[src/rtl/mac_pipe_n.sv]
`default_nettype none
// ============================================================================
// Module   : mac_pipe_n
// Purpose  : Counted multiply-accumulate for the 2D convolution datapath.
//            Products go through a PIPES-deep register pipeline and are
//            summed into an OUTW-bit signed accumulator. A window is opened
//            by init_acc and closes after num_terms valid products have been
//            added; out_valid then pulses for one cycle alongside the final
//            sum. An optional clamp replaces two's-complement wrap on
//            overflow, and a sticky overflow flag covers the current window.
// Ports    : clk         - rising-edge clock
//            reset       - synchronous active-high, clears all state
//            input0/1    - signed INW-bit operands
//            input_valid - operands valid this cycle
//            init_value  - signed INW-bit seed, sign-extended on init_acc
//            init_acc    - opens a new window (load seed, latch num_terms)
//            num_terms   - products per window, sampled on init_acc
//            out         - signed OUTW-bit accumulator
//            out_valid   - one-cycle pulse with the completed sum
//            overflow    - sticky range-exceeded flag for the current window
// Revision : 1.0 - initial release
// ============================================================================
module mac_pipe_n #(
  parameter int INW   = 12,
  parameter int OUTW  = 48,
  parameter int PIPES = 2,
  parameter int SAT   = 0,
  parameter int CNTW  = 8
) (
  input  logic                   clk,
  input  logic                   reset,
  input  logic signed [INW-1:0]  input0,
  input  logic signed [INW-1:0]  input1,
  input  logic                   input_valid,
  input  logic signed [INW-1:0]  init_value,
  input  logic                   init_acc,
  input  logic [CNTW-1:0]        num_terms,
  output logic signed [OUTW-1:0] out,
  output logic                   out_valid,
  output logic                   overflow
);

  localparam int PW = 2 * INW;

  typedef enum logic [1:0] {
    ST_IDLE = 2'd0,
    ST_ACC  = 2'd1,
    ST_DONE = 2'd2
  } state_t;

  state_t                 state;
  logic signed [PW-1:0]   prod_pipe [PIPES];
  logic [PIPES-1:0]       vld_pipe;
  logic [CNTW-1:0]        count;
  logic [CNTW-1:0]        limit;

  logic signed [PW-1:0]   mult;
  logic signed [PW-1:0]   arr_prod;
  logic                   arr_vld;
  logic signed [OUTW:0]   sum;
  logic                   sum_ovf;
  logic signed [OUTW-1:0] acc_next;
  logic [CNTW-1:0]        count_next;

  // Multiply at full product width; both operands are signed so the
  // multiplication sign-extends them to PW bits.
  assign mult     = PW'(input0) * PW'(input1);
  assign arr_prod = prod_pipe[PIPES-1];
  assign arr_vld  = vld_pipe[PIPES-1];

  // Product pipeline: free-running, only reset can clear it.
  always_ff @(posedge clk) begin
    if (reset) begin
      for (int i = 0; i < PIPES; i++) begin
        prod_pipe[i] <= '0;
      end
      vld_pipe <= '0;
    end else begin
      prod_pipe[0] <= mult;
      vld_pipe[0]  <= input_valid;
      for (int i = 1; i < PIPES; i++) begin
        prod_pipe[i] <= prod_pipe[i-1];
        vld_pipe[i]  <= vld_pipe[i-1];
      end
    end
  end

  // One guard bit: the sum cannot exceed OUTW+1 bits since OUTW >= PW.
  // Overflow shows up as disagreement between the guard and the OUTW sign.
  always_comb begin
    sum        = {out[OUTW-1], out} + {{(OUTW + 1 - PW){arr_prod[PW-1]}}, arr_prod};
    sum_ovf    = sum[OUTW] ^ sum[OUTW-1];
    acc_next   = sum[OUTW-1:0];
    count_next = count + 1'b1;
    if ((SAT != 0) && sum_ovf) begin
      // Guard bit holds the true sign: negative -> min, positive -> max.
      acc_next = sum[OUTW] ? {1'b1, {(OUTW-1){1'b0}}} : {1'b0, {(OUTW-1){1'b1}}};
    end
  end

  always_ff @(posedge clk) begin
    if (reset) begin
      state     <= ST_IDLE;
      out       <= '0;
      out_valid <= 1'b0;
      overflow  <= 1'b0;
      count     <= '0;
      limit     <= '0;
    end else begin
      out_valid <= 1'b0;
      if (init_acc) begin
        // A product arriving this same cycle is discarded, not counted.
        out      <= {{(OUTW-INW){init_value[INW-1]}}, init_value};
        limit    <= num_terms;
        count    <= '0;
        overflow <= 1'b0;
        if (num_terms == '0) begin
          state     <= ST_DONE;
          out_valid <= 1'b1;
        end else begin
          state <= ST_ACC;
        end
      end else begin
        case (state)
          ST_ACC: begin
            if (arr_vld) begin
              out   <= acc_next;
              count <= count_next;
              if (sum_ovf) begin
                overflow <= 1'b1;
              end
              if (count_next == limit) begin
                state     <= ST_DONE;
                out_valid <= 1'b1;
              end
            end
          end
          ST_DONE: begin
            // Hold the completed sum; late products are ignored.
          end
          default: begin
            // IDLE: products reaching the accumulator are dropped.
          end
        endcase
      end
    end
  end

endmodule
`default_nettype wire

[config.mk]
export PLATFORM = sky130hd
export DESIGN_NAME = mac_pipe_n
export DESIGN_NICKNAME = d
export VERILOG_FILES = /design/src/rtl/mac_pipe_n.sv
export SDC_FILE = /design/constraint.sdc
export NUM_CORES = 1
export LEC_CHECK = 0
export CORE_ASPECT_RATIO = 0.9
export CORE_MARGIN = 2
export CORE_UTILIZATION = 55
export DETAILED_ROUTE_END_ITERATION = 8
export DONT_BUFFER_PORTS = 1
export PLACE_DENSITY = 0.77
export SYNTH_ARGS = -nofsm -noshare
export SYNTH_HDL_FRONTEND = slang
export SYNTH_SLANG_ARGS = --single-unit
[constraint.sdc]
create_clock -name clk -period 7 [get_ports clk]
set_clock_uncertainty 0.2 [all_clocks]
set_input_delay 0.7 -clock clk [delete_from_list [all_inputs] [get_ports clk]]
set_output_delay 0.7 -clock clk [all_outputs]
set_load 0.005 [all_outputs]
==> impl.org, run 1 <==
** Synthesis
- Nets in the synthesized netlist :: 1718
- For this run, the number of Yosys warnings is 0.
- By instance count, the leading cell after synthesis is sky130_fd_sc_hd__inv_1.
- In this run, synthesis produced a sequential element count of 118.
- Number of synthesized flops with an enable pin :: 0
- For this run, asynchronously set or reset flops after synthesis account for 0.
- Cell types with the highest counts after synthesis :: 202 x sky130_fd_sc_hd__inv_1, 171 x sky130_fd_sc_hd__nand2_1, 139 x sky130_fd_sc_hd__fa_1
- Synthesized area per cell :: 8.566 µm²
- Synth area leaders :: sky130_fd_sc_hd__fa_1 23%, sky130_fd_sc_hd__dfxtp_1 19%, sky130_fd_sc_hd__ha_1 10%
- Count of cell types in the netlist :: 83
- Part of the Yosys area used for sequential elements :: 0.1927
- Cell type with the largest total area after synthesis :: sky130_fd_sc_hd__fa_1
- Cells after synthesis :: 1431
- Post-synth top flop :: sky130_fd_sc_hd__dfxtp_1
- Of the post-synthesis cell area, the dominant cell type holds 0.2270.
- The cell area that synthesis handed to floorplanning was 0.01226 mm².

** Run status
- The run finished with clean final reports.

** Floorplanning
- Count of standard-cell rows :: 51
- Chip width :: 161.4 µm
- The initial utilization of the core area, before any placement, comes to 0.5633.
- Number of primary I/O pins :: 98
- Height of the chip :: 145.6 µm
- Die area :: 0.02350 mm²
- Core Area :: 0.02176 mm²

** Hold path
- Start point of the worst hold path :: reset
- Hold path depth :: 1
- The min-delay analysis places its worst path in the category in2reg.
- The path with the worst hold slack has its endpoint at out[43]$_SDFFE_PP0P_.

** Clocking
- Buffers inserted during clock tree synthesis total 17.
- For the worst-skew pair, the clock arrives at the later sink with an insertion delay of 0.42 ns.
- TritonCTS built the clock tree.
- Clock slew at the register clock pins of the worst setup and hold paths :: 0.05 ns
- The clock passes through at most 2 buffers.
- Post-CTS timing repair inserted 0 buffers for setup.
- CTS hold repair buffers :: 0
- Max H-tree Level :: 4
- Counting every sink on the clock net gives 118.
- Once the clock tree was built, the resizer swapped 0 gates to a different size.
- The tree is rooted in a sky130_fd_sc_hd__clkbuf_16.

** Setup path
- For the worst setup path, the data arrival time is 5.68 ns.
- Measured in cells, the most critical reg-to-reg path has a length of 11.
- Startpoint of the worst setup timing path :: input1[11]
- RR Startpoint :: prod_pipe[0][47]$_SDFF_PP0_
- Critical path type :: in2reg
- STA classifies the critical path startpoint as a primary input.
- For flop-to-flop paths, the worst setup slack is 3.12 ns.
- Element type at the critical path end :: register
- Of all nets on the critical path, the largest fanout is 10.
- Critical register-to-register path endpoint :: overflow$_SDFFE_PP0P_
- CP Data Required Time :: 7.11 ns

** Routing
- Overall routed net length :: 27100 µm
- Number of design rule violations left after detail routing :: 0
- After detailed routing, the wire length on met1 is 12330 µm.
- Dividing the detail-routed via count by the number of cells gives 5.517.
- For this block, the via count after detailed routing is 9330.
- For this block, the initial DRC count from the detailed router was 678.
- Post-detailed-route count of antenna-violating nets :: 0
- After detailed routing, the met3 layer carries 1824 µm of wire.
- The highest layer touched by signal routing is met4.
- Routed len/inst :: 16.03 µm
- Met2 wire length :: 12590 µm
- Pre-Repair DR Iteration Count :: 5

** Timing
- Setup repair after global routing left no endpoint under its margin.
- Setup violations remaining at the end of the flow were counted as 0.
- Final hold violation count :: 0
- Slew of the pin with the lowest slew margin :: 1.176 ns
- The count of final max-slew check failures came to 0.
- For the final routed database, the setup TNS stands at 0 ns.
- Tmin final :: 5.567 ns
- Timing would allow up to 179.6 MHz.
- Headroom to the max-slew limit :: 0.2132
- Final period utilization :: 0.7952

** Global route
- Maximum number of pins on one net before global-route repair :: 83
- First-pass GRT wire length :: 45650 µm
- After global routing the overflow that remains totals 0.
- The via count of the first global-routing pass came to 9383.
- Initial antenna violation count :: 0
- Gr usage total :: 0.2377

** Power and ir drop
- Largest vdd supply drop :: 0.2792 mV
- For this design the static power due to leakage is 6.031 nW.
- Power share of the sequential group :: 0.175
- In this run the power density over the cells is 375.3 mW/mm².
- Of the total power, the share spent switching nets is 0.4366.
- The share of total power dissipated in combinational logic is 0.649.
- Of the total power, the clock network draws 0.176.
- Internal Pwr Total :: 0.002734 W
- The design draws 0.004853 W.
- Net switching power figure :: 0.002119 W

** Placement
- Detailed placement finished with a half-perimeter wire length of 20810 µm.
- The count of buffers added on input and output ports is 0.
- The congestion estimate from routability-driven global placement came to 0.8863.

** Cells and area
- The area growth from synthesis to layout is 5.481%.
- The net count of the finished layout is 1674.
- Antenna fix cells :: 0
- Of the cells placed in the final design, the portion with a size suffix greater than 1 is 0.05500.
- Fill cell count :: 1875

** Flow run
- The tool flagged a number of max-cap violations equal to 0.
critical path: stages:
cell and delay (ns):
sky130_fd_sc_hd__clkinv_1 0.26, sky130_fd_sc_hd__nor2_1 0.27, sky130_fd_sc_hd__fa_1 0.45, sky130_fd_sc_hd__fa_1 0.52
sky130_fd_sc_hd__fa_1 0.52, sky130_fd_sc_hd__fa_1 0.54, sky130_fd_sc_hd__inv_1 0.05, sky130_fd_sc_hd__fa_1 0.52
sky130_fd_sc_hd__inv_1 0.04, sky130_fd_sc_hd__ha_1 0.36, sky130_fd_sc_hd__a21o_1 0.20, sky130_fd_sc_hd__a21o_1 0.17
sky130_fd_sc_hd__a21oi_1 0.23, sky130_fd_sc_hd__o22ai_1 0.11, sky130_fd_sc_hd__a21oi_1 0.19, sky130_fd_sc_hd__a21oi_1 0.13
sky130_fd_sc_hd__a31oi_1 0.22, sky130_fd_sc_hd__xnor2_1 0.14, sky130_fd_sc_hd__nor2_1 0.05
power groups by stage:
stage	Sequential [W]	Combinational, W	Clock, W
after detailed placement	0.000865	0.00314	0
after global placement	0.000863	0.00302	0
after global routing	0.000860	0.00363	0.000903
after floorplan	0.000844	0.00264	0
final	0.000850	0.00315	0.000855
after CTS	0.000851	0.00316	0.000867
sequential cells by signal, summed over array words and instances (netlist names):
signal / cells
limit: 8
out: 48
prod_pipe: 48
vld_pipe: 2
overflow: 1
count: 8
state: 2
out_valid: 1
routing by layer:
metal  global-route usage  vias up
li1                     -     4570
met1               0.3218     4463
met2               0.3929      275
met3              0.04360       22
met4              0.06339        0
met5                    0        -
metrics by stage:
| step | hold slack, ns | cells | util | cell area [µm²] | setup WS (ns) |
|---|---|---|---|---|---|
| floorplan | 0.2138 | 1431 | - | 12260 | 1.351 |
| global placement | 0.2172 | 1659 | 0.5671 | 12340 | 1.128 |
| detailed placement | 0.2212 | 1659 | 0.5671 | 12340 | 1.000 |
| CTS | 0.1426 | 1691 | 0.5942 | 12930 | 1.445 |
| global route | 0.1457 | 1691 | 0.5942 | 12930 | 1.125 |
| finish | 0.1589 | 1691 | 0.5942 | 12930 | 1.433 |
logic make-up (layout without fill, tap and decap cells):
kind of cell,Yosys count,after routing,synth area share
AOI/OAI and AO/OA,278,278,0.1556
xor gates and xnor gates,77,77,0.05502
adders and majority gates,239,239,0.3291
buffers and inverters,269,238,0.08717
DFF,118,118,0.1927
muxes,15,15,0.01276
and+or+nand+nor,435,435,0.1677
cell type report:
| class | instances | area, µm² | share of cell area |
|---|---|---|---|
| multi-input combinational | 1044 | 8828 | 0.6828 |
| clock inverter | 14 | 151.4 | 0.01171 |
| sequential | 118 | 2362 | 0.1827 |
| clock buffer | 18 | 439.2 | 0.03397 |
| inverter | 203 | 762.0 | 0.05893 |
| tap | 291 | 364.1 | 0.02816 |
| timing repair buffer | 3 | 22.52 | 0.001742 |
worst max path at each step:
stage               cells past startpoint                     endpoint
floorplan                              20  prod_pipe[0][23]$_SDFF_PP0_
global placement                       19  prod_pipe[0][23]$_SDFF_PP0_
detailed placement                     19  prod_pipe[0][23]$_SDFF_PP0_
CTS                                    19  prod_pipe[0][23]$_SDFF_PP0_
global route                           19  prod_pipe[0][23]$_SDFF_PP0_
finish                                 19  prod_pipe[0][23]$_SDFF_PP0_
cells in the final DEF (no fill, tap or decap), drive strengths merged, types with 7 or more instances in the layout:
cell,n
a211oi,13
and2,44
nand3,15
ha,100
nand2b,7
nor2,97
xor2,28
clkbuf,18
and3,11
o21bai,10
a21oi,100
o21ai,58
dfxtp,118
nand4,13
nor3,18
fa,139
nand2,172
nor2b,35
mux2i,13
o21a,14
a31oi,14
a21o,20
inv,204
xnor2,49
Note: power is estimated with default switching activity, not from simulation.
==> inputs of run 2 (changes only) <==
Settings changed: PLACE_DENSITY 0.77 to 0.8.
Clock period 7 ns to 4.7 ns, I/O delays scaled along.
==> impl.org, run 2 (synthesis results as in run 1) <==
** Setup path
- The source of the worst register-to-register timing path is prod_pipe[0][47]$_SDFF_PP0_ (unchanged).
- The type of origin of the critical path was a primary input (unchanged).
- The kind of critical path is in2reg (unchanged).
- Highest net fanout along the worst path :: 12 (was 10)
- The depth of the worst register-to-register path came to 11 (unchanged).
- CP Data Required Time :: 4.81 ns (was 7.11 ns)
- Element type at the critical path end :: register (unchanged)
- Startpoint of the worst setup timing path :: input0[9] (was input1[11])
- Crit path arrival time :: 4.83 ns (was 5.68 ns)

** Cells and area
- The combined flip-flop and latch cell area came to 0.002362 mm² (unchanged).
- The count of fill cells added during filler insertion is 1654 (was 1875).
- Regs by FF count :: out: 48 flops, prod_pipe: 48 flops (unchanged)
- Number of non-filler instances in the completed layout :: 1795 (was 1691)
- Commonest non-fill, non-tap cell in the layout :: sky130_fd_sc_hd__inv_1 (unchanged)
- Multi-input combinational cell area :: 0.009121 mm² (was 0.008828 mm²)
- Leading cell types in the layout, fill and taps excluded: 193 x sky130_fd_sc_hd__inv_1, 164 x sky130_fd_sc_hd__nand2_1, 135 x sky130_fd_sc_hd__fa_1 (was 202 x sky130_fd_sc_hd__inv_1, 171 x sky130_fd_sc_hd__nand2_1, 139 x sky130_fd_sc_hd__fa_1).
- Area growth from synthesis to final layout :: 15.55% (was 5.481%)
- The final net count came to 1780 (was 1674).
- Antenna fix cells :: 0 (unchanged)
- Fraction of final layout cells sized beyond drive strength 1 :: 0.1257 (was 0.05500)

** Run status
- Outcome :: finished with violations (was completed)
- Violated checks :: setup timing

** Global route
- The via count of the first global-routing pass came to 10671 (was 9383).
- Gr ovfl total :: 0 (unchanged)
- The all-layer global routing usage is 0.2690 (was 0.2377).
- Maximum number of pins on one net before global-route repair :: 53 (was 83)
- Initial antenna violation count :: 0 (unchanged)
- The wire length of the first global-routing pass is 51050 µm (was 45650 µm).

** Routing
- The total detailed-routing wirelength is 30830 µm (was 27100 µm).
- The number of DRC violations after detailed routing came to 0 (unchanged).
- Post-detailed-route count of antenna-violating nets :: 0 (unchanged)
- Number of vias after detailed routing :: 10265 (was 9330)
- The per-cell routed wire length was 17.18 µm (was 16.03 µm).
- The detailed-router iteration count before antenna repair came to 5 (unchanged).
- 1st-iter DRT viols :: 738 (was 678)
- The routed via count divided by cell count was 5.719 (was 5.517).

** Clocking
- Max H-tree Level :: 4 (unchanged)
- Clock latency reported for the late side of the worst-skew pair :: 0.43 ns (was 0.42 ns)
- Number of clock sinks :: 118 (unchanged)
- The number of buffers created by CTS came to 17 (unchanged).
- Clock Tree Root :: sky130_fd_sc_hd__clkbuf_16 (unchanged)
- The buffer depth of the longest clock path was 2 (unchanged).
- The TritonCTS clock tree is done (unchanged).
- The clock-pin transition on the worst setup and hold timing paths is 0.06 ns (was 0.05 ns).

** Placement
- Total of buffers placed on input and output ports :: 0 (unchanged)
- The weighted congestion reported at the end of routability-driven placement came to 0.9386 (was 0.8863).
- The placed instance count was 1714 (was 1659).
- Hpwl dp :: 22130 µm (was 20810 µm)
- Minimum setup slack after placement :: -0.4260 ns (was 1.000 ns)

** Timing
- Final number of setup-violating endpoints :: 1 (was 0)
- After layout, the minimum clock period comes to 4.715 ns.
- Headroom to the max-slew limit :: 0.1019 (was 0.2132)
- Timing would allow up to 212.1 MHz.
- Final hold violation count :: 0 (unchanged)
- Max-slew violations :: 0 (unchanged)
- The slew at the pin closest to its max-slew limit was 1.342 ns (was 1.176 ns).
- Final period utilization :: 1.003
- Unrepaired setup endpoints after global routing: yes (was no).
- The final worst-path setup slack is -0.01497 ns (was 1.433 ns).

** Power and ir drop
- Fraction of power consumed by the clock network :: 0.140 (was 0.176)
- Internal Pwr Total :: 0.005518 W (was 0.002734 W)
- Net switching power figure :: 0.003883 W (was 0.002119 W)
- The switching power as a share of total power was 0.4130 (was 0.4366).
- The sequential group share of total power is 0.134 (was 0.175).
- The maximum ir drop on the vdd rail was 0.9238 mV (was 0.2792 mV).
- The post-route total power was 0.009401 W (was 0.004853 W).
- Proportion of power drawn by combinational gates :: 0.726 (was 0.649)
- Pwr per Cell Area :: 663.7 mW/mm² (was 375.3 mW/mm²)
- The leakage power total was 6.655 nW (was 6.031 nW).

** Hold path
- The worst min-delay path class is in2reg (unchanged).
- Start point of the worst hold path :: init_value[6] (was reset)
- The number of cells on the worst hold path is 2 (was 1).

** Floorplanning
- Count of standard-cell rows :: 51 (unchanged)
- The core footprint came to 0.02176 mm² (unchanged).
- Chip width :: 161.4 µm (unchanged)
- Number of primary I/O pins :: 98 (unchanged)
- Starting utilization of the core area :: 0.5633 (unchanged)
- Height of the chip :: 145.6 µm (unchanged)
- The area of the die came to 0.02350 mm² (unchanged).

** Flow run
- The number of maximum-capacitance constraint violations is 0 (unchanged).
run 2: through the flow:
| step | hold WS, ns | util | setup TNS (ns) | instance area (µm²) |
|---|---|---|---|---|
| floorplan | 0.2138 | - | -1.570 | 12620 |
| finish | 0.01810 | 0.6509 | -0.01497 | 14160 |
| global route | 0.01901 | 0.6509 | -0.3913 | 14160 |
| CTS | 0.02080 | 0.6442 | 0 | 14020 |
| detailed placement | 0.2231 | 0.5939 | -2.964 | 12920 |
| global placement | 0.2194 | 0.5939 | -2.577 | 12920 |
run 2: repair_timing:
item / CTS / global route
hold endpoints to repair: 81 / 0
buffers inserted: 0 / 2
hold buffers: 49 / 0
setup endpoints to repair: 0 / 8
resized for setup: 0 / 32
run 2: worst max-delay path, stage by stage:
cell	delay, ns
sky130_fd_sc_hd__and2_4	0.14
sky130_fd_sc_hd__fa_1	0.52
sky130_fd_sc_hd__inv_1	0.05
sky130_fd_sc_hd__fa_1	0.47
sky130_fd_sc_hd__fa_1	0.52
sky130_fd_sc_hd__inv_2	0.04
sky130_fd_sc_hd__fa_1	0.54
sky130_fd_sc_hd__inv_2	0.04
sky130_fd_sc_hd__fa_1	0.51
sky130_fd_sc_hd__inv_2	0.04
sky130_fd_sc_hd__ha_4	0.26
sky130_fd_sc_hd__or2_4	0.11
sky130_fd_sc_hd__o31a_1	0.16
sky130_fd_sc_hd__a41oi_2	0.17
sky130_fd_sc_hd__o211ai_1	0.26
sky130_fd_sc_hd__o311ai_2	0.16
sky130_fd_sc_hd__o21ai_1	0.17
sky130_fd_sc_hd__xnor2_1	0.14
sky130_fd_sc_hd__nor2_1	0.05
run 2: cell type report:
| cell class | instances | share of cell area |
|---|---|---|
| timing repair buffer | 109 | 0.06740 |
| clock inverter | 12 | 0.01095 |
| inverter | 203 | 0.05415 |
| multi-input combinational | 1044 | 0.6440 |
| sequential | 118 | 0.1668 |
| clock buffer | 18 | 0.03101 |
| tap | 291 | 0.02571 |
run 2: worst paths after layout:
kind | endpoint | slack [ns]
hold / removal | out[6]$_SDFFE_PP0P_ | 0.02
setup reg to reg | out[43]$_SDFFE_PP0P_ | 0.61
setup / recovery | prod_pipe[0][22]$_SDFF_PP0_ | -0.01
hold reg to reg | prod_pipe[0][47]$_SDFF_PP0_ | 0.24
run 2: power by group through the flow:
stage	clock network (W)	logic (W)	registers [W]
3_3_place_gp	0	0.00595	0.00128
4_1_cts	0.00132	0.00634	0.00126
3_5_place_dp	0	0.00619	0.00128
6_report	0.00132	0.00682	0.00126
2_1_floorplan	0	0.00429	0.00126
5_1_grt	0.00138	0.00768	0.00128
run 2: layer usage:
metal | wire [µm] | track usage
met1 | 12250 | 0.3296
met2 | 15340 | 0.4662
met3 | 2275 | 0.05871
met4 | 960 | 0.09732
met5 | 0 | 0
